File: src/rtl/jt51_mmr_pkg.sv
// Shared types for the register write queue: drain FSM states and queue entry layout.
package jt51_mmr_pkg;

   localparam int ENTRY_W = 16;

   typedef enum logic [1:0] {
      ST_IDLE  = 2'd0,
      ST_ISSUE = 2'd1,
      ST_WAIT  = 2'd2
   } wrq_state_e;

   typedef struct packed {
      logic [7:0] addr;
      logic [7:0] data;
   } wrq_entry_t;

endpackage

File: src/rtl/jt51_wrq_fifo.sv
// Write-queue storage: circular buffer with read/write pointers, occupancy and registered full flag.
module jt51_wrq_fifo
   import jt51_mmr_pkg::*;
#(
   parameter int DEPTH = 8,
   localparam int AW = $clog2(DEPTH)
) (
   input  logic               clk,
   input  logic               rst,
   input  logic               flush,
   input  logic               push,
   input  logic               pop,
   input  logic [ENTRY_W-1:0] din,
   output logic [ENTRY_W-1:0] dout,
   output logic [AW:0]        level,
   output logic               empty,
   output logic               full
);

   logic [ENTRY_W-1:0] mem_q [DEPTH];
   logic [AW-1:0]      wr_ptr_q, wr_ptr_d, rd_ptr_q, rd_ptr_d;
   logic [AW:0]        level_q, level_d;
   logic               full_q, full_d;
   logic               do_push, do_pop;

   assign do_pop  = pop && (level_q != '0);
   assign do_push = push && (!full_q || do_pop);

   always_comb begin
      wr_ptr_d = wr_ptr_q;
      rd_ptr_d = rd_ptr_q;
      level_d  = level_q;
      if (do_push) wr_ptr_d = wr_ptr_q + 1'b1;
      if (do_pop)  rd_ptr_d = rd_ptr_q + 1'b1;
      case ({do_push, do_pop})
         2'b10:   level_d = level_q + 1'b1;
         2'b01:   level_d = level_q - 1'b1;
         default: level_d = level_q;
      endcase
      if (flush) begin
         wr_ptr_d = '0;
         rd_ptr_d = '0;
         level_d  = '0;
      end
      // full is registered so busy changes on the same edge as level
      full_d = (level_d == (AW+1)'(DEPTH));
   end

   always_ff @(posedge clk) begin
      if (rst) begin
         wr_ptr_q <= '0;
         rd_ptr_q <= '0;
         level_q  <= '0;
         full_q   <= 1'b0;
      end else begin
         wr_ptr_q <= wr_ptr_d;
         rd_ptr_q <= rd_ptr_d;
         level_q  <= level_d;
         full_q   <= full_d;
      end
   end

   always_ff @(posedge clk) begin
      if (do_push && !flush && !rst) mem_q[wr_ptr_q] <= din;
   end

   assign dout  = mem_q[rd_ptr_q];
   assign level = level_q;
   assign empty = (level_q == '0);
   assign full  = full_q;

endmodule

File: src/rtl/jt51_mmr_wrq.sv
// CPU-side write queue for the register file: address latch, drop logic and a guarded drain FSM.
// Optional drop counter output enabled by defining JT51_MMR_DROPCNT_EN.
module jt51_mmr_wrq
   import jt51_mmr_pkg::*;
#(
   parameter int DEPTH = 8,
   parameter int GUARD = 2,
   localparam int LW = $clog2(DEPTH) + 1
) (
   input  logic          clk,
   input  logic          rst,
   input  logic          write,
   input  logic          a0,
   input  logic [7:0]    d_in,
   input  logic          flush,
   input  logic          reg_busy,
   output logic          busy,
   output logic          up_stb,
   output logic [7:0]    up_addr,
   output logic [7:0]    up_data,
   output logic [LW-1:0] level
`ifdef JT51_MMR_DROPCNT_EN
   ,
   output logic [7:0]    drop_cnt
`endif
);

   localparam logic [3:0] GUARD_C = 4'(GUARD);

   wrq_state_e state_q, state_d;
   logic [3:0] cnt_q, cnt_d;
   logic [7:0] sel_addr_q, sel_addr_d;
   logic       up_stb_q, up_stb_d;
   logic [7:0] up_addr_q, up_addr_d, up_data_q, up_data_d;
   wrq_entry_t head, new_entry;
   logic       empty, full, push, pop, drop;

   assign pop       = (state_q == ST_ISSUE) && !empty;
   assign push      = write && a0 && !flush && (!full || pop);
   assign drop      = write && a0 && !flush && full && !pop;
   assign new_entry = '{addr: sel_addr_q, data: d_in};

   jt51_wrq_fifo #(.DEPTH(DEPTH)) u_fifo (
      .clk   (clk),
      .rst   (rst),
      .flush (flush),
      .push  (push),
      .pop   (pop),
      .din   (new_entry),
      .dout  (head),
      .level (level),
      .empty (empty),
      .full  (full)
   );

   always_comb begin
      sel_addr_d = sel_addr_q;
      if (write && !a0) sel_addr_d = d_in;
   end

   always_comb begin
      state_d   = state_q;
      cnt_d     = cnt_q;
      up_stb_d  = 1'b0;
      up_addr_d = up_addr_q;
      up_data_d = up_data_q;
      case (state_q)
         ST_IDLE: begin
            // a flushing cycle must not launch an entry that is being discarded
            if (!empty && !reg_busy && !flush) begin
               state_d   = ST_ISSUE;
               up_stb_d  = 1'b1;
               up_addr_d = head.addr;
               up_data_d = head.data;
            end
         end
         ST_ISSUE: begin
            state_d = ST_WAIT;
            cnt_d   = 4'd1;
         end
         ST_WAIT: begin
            if (cnt_q >= GUARD_C && !reg_busy) begin
               state_d = ST_IDLE;
               cnt_d   = '0;
            end else if (cnt_q != 4'hF) begin
               cnt_d = cnt_q + 1'b1;
            end
         end
         default: state_d = ST_IDLE;
      endcase
   end

   always_ff @(posedge clk) begin
      if (rst) begin
         state_q    <= ST_IDLE;
         cnt_q      <= '0;
         sel_addr_q <= '0;
         up_stb_q   <= 1'b0;
         up_addr_q  <= '0;
         up_data_q  <= '0;
      end else begin
         state_q    <= state_d;
         cnt_q      <= cnt_d;
         sel_addr_q <= sel_addr_d;
         up_stb_q   <= up_stb_d;
         up_addr_q  <= up_addr_d;
         up_data_q  <= up_data_d;
      end
   end

`ifdef JT51_MMR_DROPCNT_EN
   logic [7:0] drop_cnt_q, drop_cnt_d;

   always_comb begin
      drop_cnt_d = drop_cnt_q;
      if (flush)                            drop_cnt_d = '0;
      else if (drop && drop_cnt_q != 8'hFF) drop_cnt_d = drop_cnt_q + 1'b1;
   end

   always_ff @(posedge clk) begin
      if (rst) drop_cnt_q <= '0;
      else     drop_cnt_q <= drop_cnt_d;
   end

   assign drop_cnt = drop_cnt_q;
`else
   logic unused_drop;
   assign unused_drop = drop;
`endif

   assign busy    = full;
   assign up_stb  = up_stb_q;
   assign up_addr = up_addr_q;
   assign up_data = up_data_q;

endmodule
File: config.mk
export PLATFORM = sky130hd
export DESIGN_NAME = jt51_mmr_wrq
export DESIGN_NICKNAME = d
export VERILOG_FILES = /design/src/rtl/jt51_mmr_pkg.sv /design/src/rtl/jt51_wrq_fifo.sv /design/src/rtl/jt51_mmr_wrq.sv
export SDC_FILE = /design/constraint.sdc
export NUM_CORES = 1
export LEC_CHECK = 0
export ABC_AREA = 1
export CAP_MARGIN = 25
export CORE_MARGIN = 1
export CORE_UTILIZATION = 40
export DETAILED_ROUTE_END_ITERATION = 12
export PLACE_DENSITY_LB_ADDON = 0.25
export SYNTH_ARGS = -nofsm -noshare
export SYNTH_HDL_FRONTEND = slang
export SYNTH_SLANG_ARGS = --single-unit
File: constraint.sdc
create_clock -name clk -period 4.74 [get_ports clk]
set_clock_uncertainty 0.05 [all_clocks]
set_input_delay 0.711 -clock clk [delete_from_list [all_inputs] [get_ports clk]]
set_output_delay 0.711 -clock clk [all_outputs]
set_load 0.005 [all_outputs]
# Yosys cells after proc, flatten, opt, wreduce, memory -nomap -nowiden
# Memory sizes are Yosys's and may differ from the RTL's. A register that Yosys moved wholly into a read port is not among the register bits.
# Cells that the tools add are included.
# totals
reg_bits	26
ram_bits	128
inputBits	14
out_inout_bits	22
elab_cells	65
n_memories	1
# memory_table
name	words	width	read_ports	rd_ports_with_merged_regs	wr	line_no	source
u_fifo.mem_q	8	16	1	1	1	jt51_wrq_fifo.sv:20	logic [ENTRY_W-1:0] mem_q [DEPTH];
# op_classes
n_addsub	5
magnitude_cmp	1
n_eq_ne	9
n_mux	11
n_bitwise	1
n_reduce_logical	29
# op_table
op	count
4-bit one-hot mux with 2 select lines	2
1-bit logical AND	12
4-bit two-way mux	3
4-bit by 1-bit adder with 4-bit output (second input constant)	2
3-bit by 1-bit adder with 3-bit output (second input constant)	2
1-bit logical NOT	6
2-bit one-hot mux with 3 select lines	1
2-bit AND reduction	3
2-bit by 1-bit equality test with 1-bit output (second input constant)	2
2-bit equality test (second input constant)	2
4-bit equality test (second input constant)	1
4-bit by 2-bit greater-or-equal comparator with 1-bit output (second input constant)	1
4-bit logical NOT	1
2-bit two-way mux	2
2-bit inequality test (second input constant)	2
4-bit inequality test (second input constant)	1
4-bit nonzero test	1
2-bit OR reduction	2
4-bit by 1-bit subtractor with 4-bit output (second input constant)	1
1-bit two-way mux	3
3-bit inequality test (second input constant)	1
2-bit logical NOT	1
1-bit logical OR	2
2-bit nonzero test	1
1-bit NOT	1

# Logic depth before layout (Yosys ltp)
# logic_depth
word_depth	10
depth_mapped	16

# Cells and area by module
# From an unflattened synthesis, not the netlist that was laid out.
# unflattened
cells_unflattened	660
hier_area_um2	7095.6
# modules_own_cells
module	n_inst	cells_per_inst	area_each_um2	seq_area_each_um2
jt51_wrq_fifo	1	482	5768.0	4124.0
jt51_mmr_wrq	1	178	1327.5	620.6

# Least setup slack after synthesis
# No wires, ideal clock.
# synth_path
path_type	input to register
start	input write
end	register u_fifo.full_q (netlist: u_fifo.full)
setup_ps	64
arrival_ps	2214
t_required_ps	4626
setup_slack_ps	2412
stages	12
path_buffers	0
path_cell_list	nand2_1 > nor2_1 > nand2_2 > ha_1 > nor2_1 > nor2_1 > ha_1 > a21oi_1 > nor2_1 > o21ai_0 > nand3_1 > nor2_1
# synth_between
elab_chain_len	8
# synth_lines
item	line_no	source
from (decl)	jt51_mmr_wrq.sv:12	input logic write,
1-bit logical AND * (2 in a row)	-	
1-bit logical AND *	jt51_mmr_wrq.sv:39	assign push = write && a0 && !flush && (!full || pop);
1-bit logical AND *	jt51_wrq_fifo.sv:27	assign do_push = push && (!full_q || do_pop);
2-bit by 1-bit equality test with 1-bit output or 2-bit equality test (tied branches)	jt51_wrq_fifo.sv:35	case ({do_push, do_pop})
4-bit one-hot mux with 2 select lines *	jt51_wrq_fifo.sv:35	
4-bit two-way mux *	jt51_wrq_fifo.sv:40	if (flush) begin
4-bit equality test *	jt51_wrq_fifo.sv:46	full_d = (level_d == (AW+1)'(DEPTH));
to (signal assigned)	jt51_wrq_fifo.sv:59	full_q <= full_d;
to (decl)	jt51_wrq_fifo.sv:23	logic full_q, full_d;
# Mark *: on every way between the ends. The rest lies on a longest branch, timed or not.
# A chain may end at the register's enable or synchronous reset.

# Worst setup path after layout
# layout_path
start	input flush
end	register u_fifo.full_q (netlist: u_fifo.full)
# layout_between
elab_chain_len	8
# layout_lines
item	line_no	source
from (decl)	jt51_mmr_wrq.sv:15	input logic flush,
1-bit logical NOT	jt51_mmr_wrq.sv:39	
1-bit logical AND	-	
1-bit logical AND	jt51_mmr_wrq.sv:39	
1-bit logical AND	jt51_wrq_fifo.sv:27	
2-bit by 1-bit equality test with 1-bit output or 2-bit equality test (tied branches)	jt51_wrq_fifo.sv:35	
4-bit one-hot mux with 2 select lines	jt51_wrq_fifo.sv:35	
4-bit two-way mux *	jt51_wrq_fifo.sv:40	
4-bit equality test *	jt51_wrq_fifo.sv:46	
# Marks and branches as above.

==> impl_metrics.tcl <==
set metrics [dict create \
    clock_path_buffers 2 \
    finalSetupTns_ns 0 \
    maxCapViolations 0 \
    netlist.area_leader.share_pct 55.1 \
    path_clk_slew_ns 0.06 \
    synthTopCellsByCount "145 x nor2_1, 128 x edfxtp_1, 114 x nand2_1, 60 x nand3_1, 46 x o21ai_0" \
    crit_path_max_fanout 6 \
    switching_share_pct 21.4 \
    tightest_slew_ns 0.749 \
    post-route-period-util_pct 55.3 \
    fmax_mhz 381 \
    cpMaxStageDelayCell "clkdlybuf4s50_1" \
    dp_hpwl_microns 8930 \
    die_y_microns 134 \
    coreArea_sq_um 16800 \
    vias 4759 \
    setup_slack_ns 2.12 \
    maxUsedRoutingLayer "met4" \
    grt_pass1_wl_microns 24700 \
    remaining_drc_errors 0 \
    ys_seq_elements 170 \
    start_util_pct 41.5 \
    postCtsResizedCells 0 \
    synthCells 662 \
    yosys_warnings 0 \
    p_comb_share_pct 7.3 \
    min_path_type "flop to flop" \
    critical-path-max-stage-delay_ns 0.51 \
    cts_tree "yes" \
    power.total_mw 3.39 \
    met3_wirelength_microns 866 \
    synthDistinctLibCells 28 \
    whs_ns 0.415 \
    peakVddDrop_mv 0.244 \
    power_frac_seq_pct 48.8 \
    io_buffers 35 \
    cp_top_family "simple AND/OR/NAND/NOR gates" \
    cp-end-kind "flop" \
    die_w_microns 134 \
    hold_viol 0 \
    syn_to_final_growth_pct 17.0 \
    placed_cell_area_sq_um 7520 \
    syn-num-nets 688 \
    synth_edf_count 128 \
    synth-async-reset-ratio_pct 0 \
    met2_length_microns 7640 \
    power_switching_uw 724 \
    internal_power_mw 2.66 \
    post-route-util_pct 48.6 \
    relSlewSlack_pct 50.1 \
    status "finished, final reports clean" \
    die_area_sq_um 18000 \
    ctsHoldBuffers 0 \
    cts.htree.levels 4 \
    drtPass1Iterations 5 \
    pin_count 36 \
    post-place-ws_ns 1.67 \
    drt-total-wl_microns 15600 \
    ant_nets 0 \
    synth_most_common_cell "nor2_1" \
    ys_seq_area_share_pct 67.1 \
    multi_input_area_sq_um 2000 \
    final_cell_area_sq_um 8170 \
    antenna_found_initial 0 \
    dp.cells 902 \
    clk_latency_ns 0.43 \
    synth_area_leader_cell "edfxtp_1" \
    grt_overflow_total 0 \
    first_iter_violations 520 \
    synth_area_per_cell_sq_um 10.5 \
    required_ns 5.06 \
    critPathKind "primary input to flop" \
    p_clk_share_pct 43.9 \
    grt_util_all_layers_pct 18.5 \
    synth.cell_area_sq_um 6980 \
    fin_cells 935 \
    gp_congestion 0.778 \
    regArea_sq_um 4690 \
    fillers 1493 \
    slew_viol_final 0 \
    yosys_most_used_dff "edfxtp_1" \
    routedLengthMet1_microns 6960 \
    powerDensity_nw_per_um2 415 \
    viasPerCell 5.09 \
    nets 728 \
    synth.area.top_cells "edfxtp_1 55%, dfxtp_1 12%, nor2_1 7.8%" \
    clock-sinks 170 \
    ctsRootBufferMaster "clkbuf_16" \
    crit_arrival_ns 2.94 \
    setup.worst_path.start_class "primary input" \
    setup_viol 0 \
    num_antenna_cells 0 \
    grt_pass1_vias 4619 \
    post-route-min-period_ns 2.62 \
    critPathBufInv 2 \
    rows 47 \
    rsz0062_at_grt "false" \
    numCtsBuffers 17 \
    crit_chain "clkdlybuf4s50_1 > nor2_1 > nand2_2 > ha_1 > nand2_1 > inv_1 > nor2_1 > ha_1 > a21oi_1 > nand2_1 > nand2_1 > o21ai_0 > nand3_1 > nor2_1" \
    drive_gt1_share_pct 7.13 \
    grt_max_degree 67 \
    p_leak_nw 2.96 \
    post_cts_buffers 0 \
    wire_per_inst_microns 16.7 \
]
## layout make-up
| class | instances | share of cell area, % |
|---|---|---|
| Clock buffer | 23 | 5.61 |
| Clock inverter | 9 | 2.10 |
| Inverter | 27 | 1.30 |
| Multi-Input combinational cell | 437 | 24.5 |
| Sequential cell | 170 | 57.4 |
| Tap cell | 220 | 3.37 |
| Timing Repair Buffer | 49 | 5.73 |
## state kept, by name, summed over array words and instances (netlist names)
name / cells
up_addr: 8
cnt_q: 4
sel_addr_q: 8
u_fifo.mem_q: 128
u_fifo.wr_ptr_q: 3
u_fifo.level: 4
up_stb: 1
u_fifo.full: 1
u_fifo.rd_ptr_q: 3
up_data: 8
state_q: 2
## cell usage in the layout (no fill, tap or decap), drive strengths merged
cell type / count
nand3b: 1
clkinv: 5
dfxtp: 42
o21ai: 65
clkdlybuf4s50: 35
xor2: 4
or2: 1
nand4: 1
and3: 1
nor2: 146
buf: 14
clkbuf: 23
a21oi: 29
ha: 12
nand3: 61
inv: 25
nand2: 116
bufinv: 5
edfxtp: 128
clkinvlp: 1
## metal layers
layer	vias to the layer above	track usage, %
met5	-	0
met4	0	6.05
met3	14	4.08
met2	145	30.3
met1	2277	24.6
li1	2323	-
## cells by family (layout without fill, tap and decap cells)
family / Yosys count / in the layout / share of synthesized area, %
flip-flops: 170 / 170 / 67.1
AO/OA/AOI/OAI: 94 / 94 / 6.74
AND/OR/NAND/NOR: 327 / 327 / 19.3
adder cells (fa/ha/maj): 12 / 12 / 2.15
XOR/XNOR: 4 / 4 / 0.502
buffers and inverters: 55 / 108 / 4.20
## power by group through the flow
stage / Clock [mW] / Combinational [mW] / Sequential (mW)
after floorplan: 0 / 0.171 / 1.68
after global placement: 0 / 0.240 / 1.68
after detailed placement: 0 / 0.247 / 1.68
after CTS: 1.50 / 0.249 / 1.65
after global routing: 1.56 / 0.286 / 1.66
final: 1.49 / 0.249 / 1.65
## worst paths after layout
path,from,to,slack [ns],cells after the start
max reg2reg,u_fifo.level[0]$_SDFF_PP0_,u_fifo.full$_SDFF_PP0_,2.29,15
max,flush,u_fifo.full$_SDFF_PP0_,2.12,14
min reg2reg,up_data[7]$_SDFFE_PP0P_,up_data[7]$_SDFFE_PP0P_,0.42,2
min,up_data[7]$_SDFFE_PP0P_,up_data[7]$_SDFFE_PP0P_,0.42,2
## worst register-to-register path, stage by stage, from the launching register on
cell     delay (ns)
dfxtp_1        0.36
inv_1          0.09
nand4_2        0.21
nand2_4        0.15
nand2_1        0.13
nand2_2        0.14
ha_1           0.25
nand2_1        0.08
inv_1          0.07
nor2_1         0.05
ha_1           0.17
a21oi_1        0.15
nor2_1         0.06
o21ai_0        0.21
nand3_1        0.11
nor2_1         0.10
Note: power is estimated with default switching activity, not from simulation.
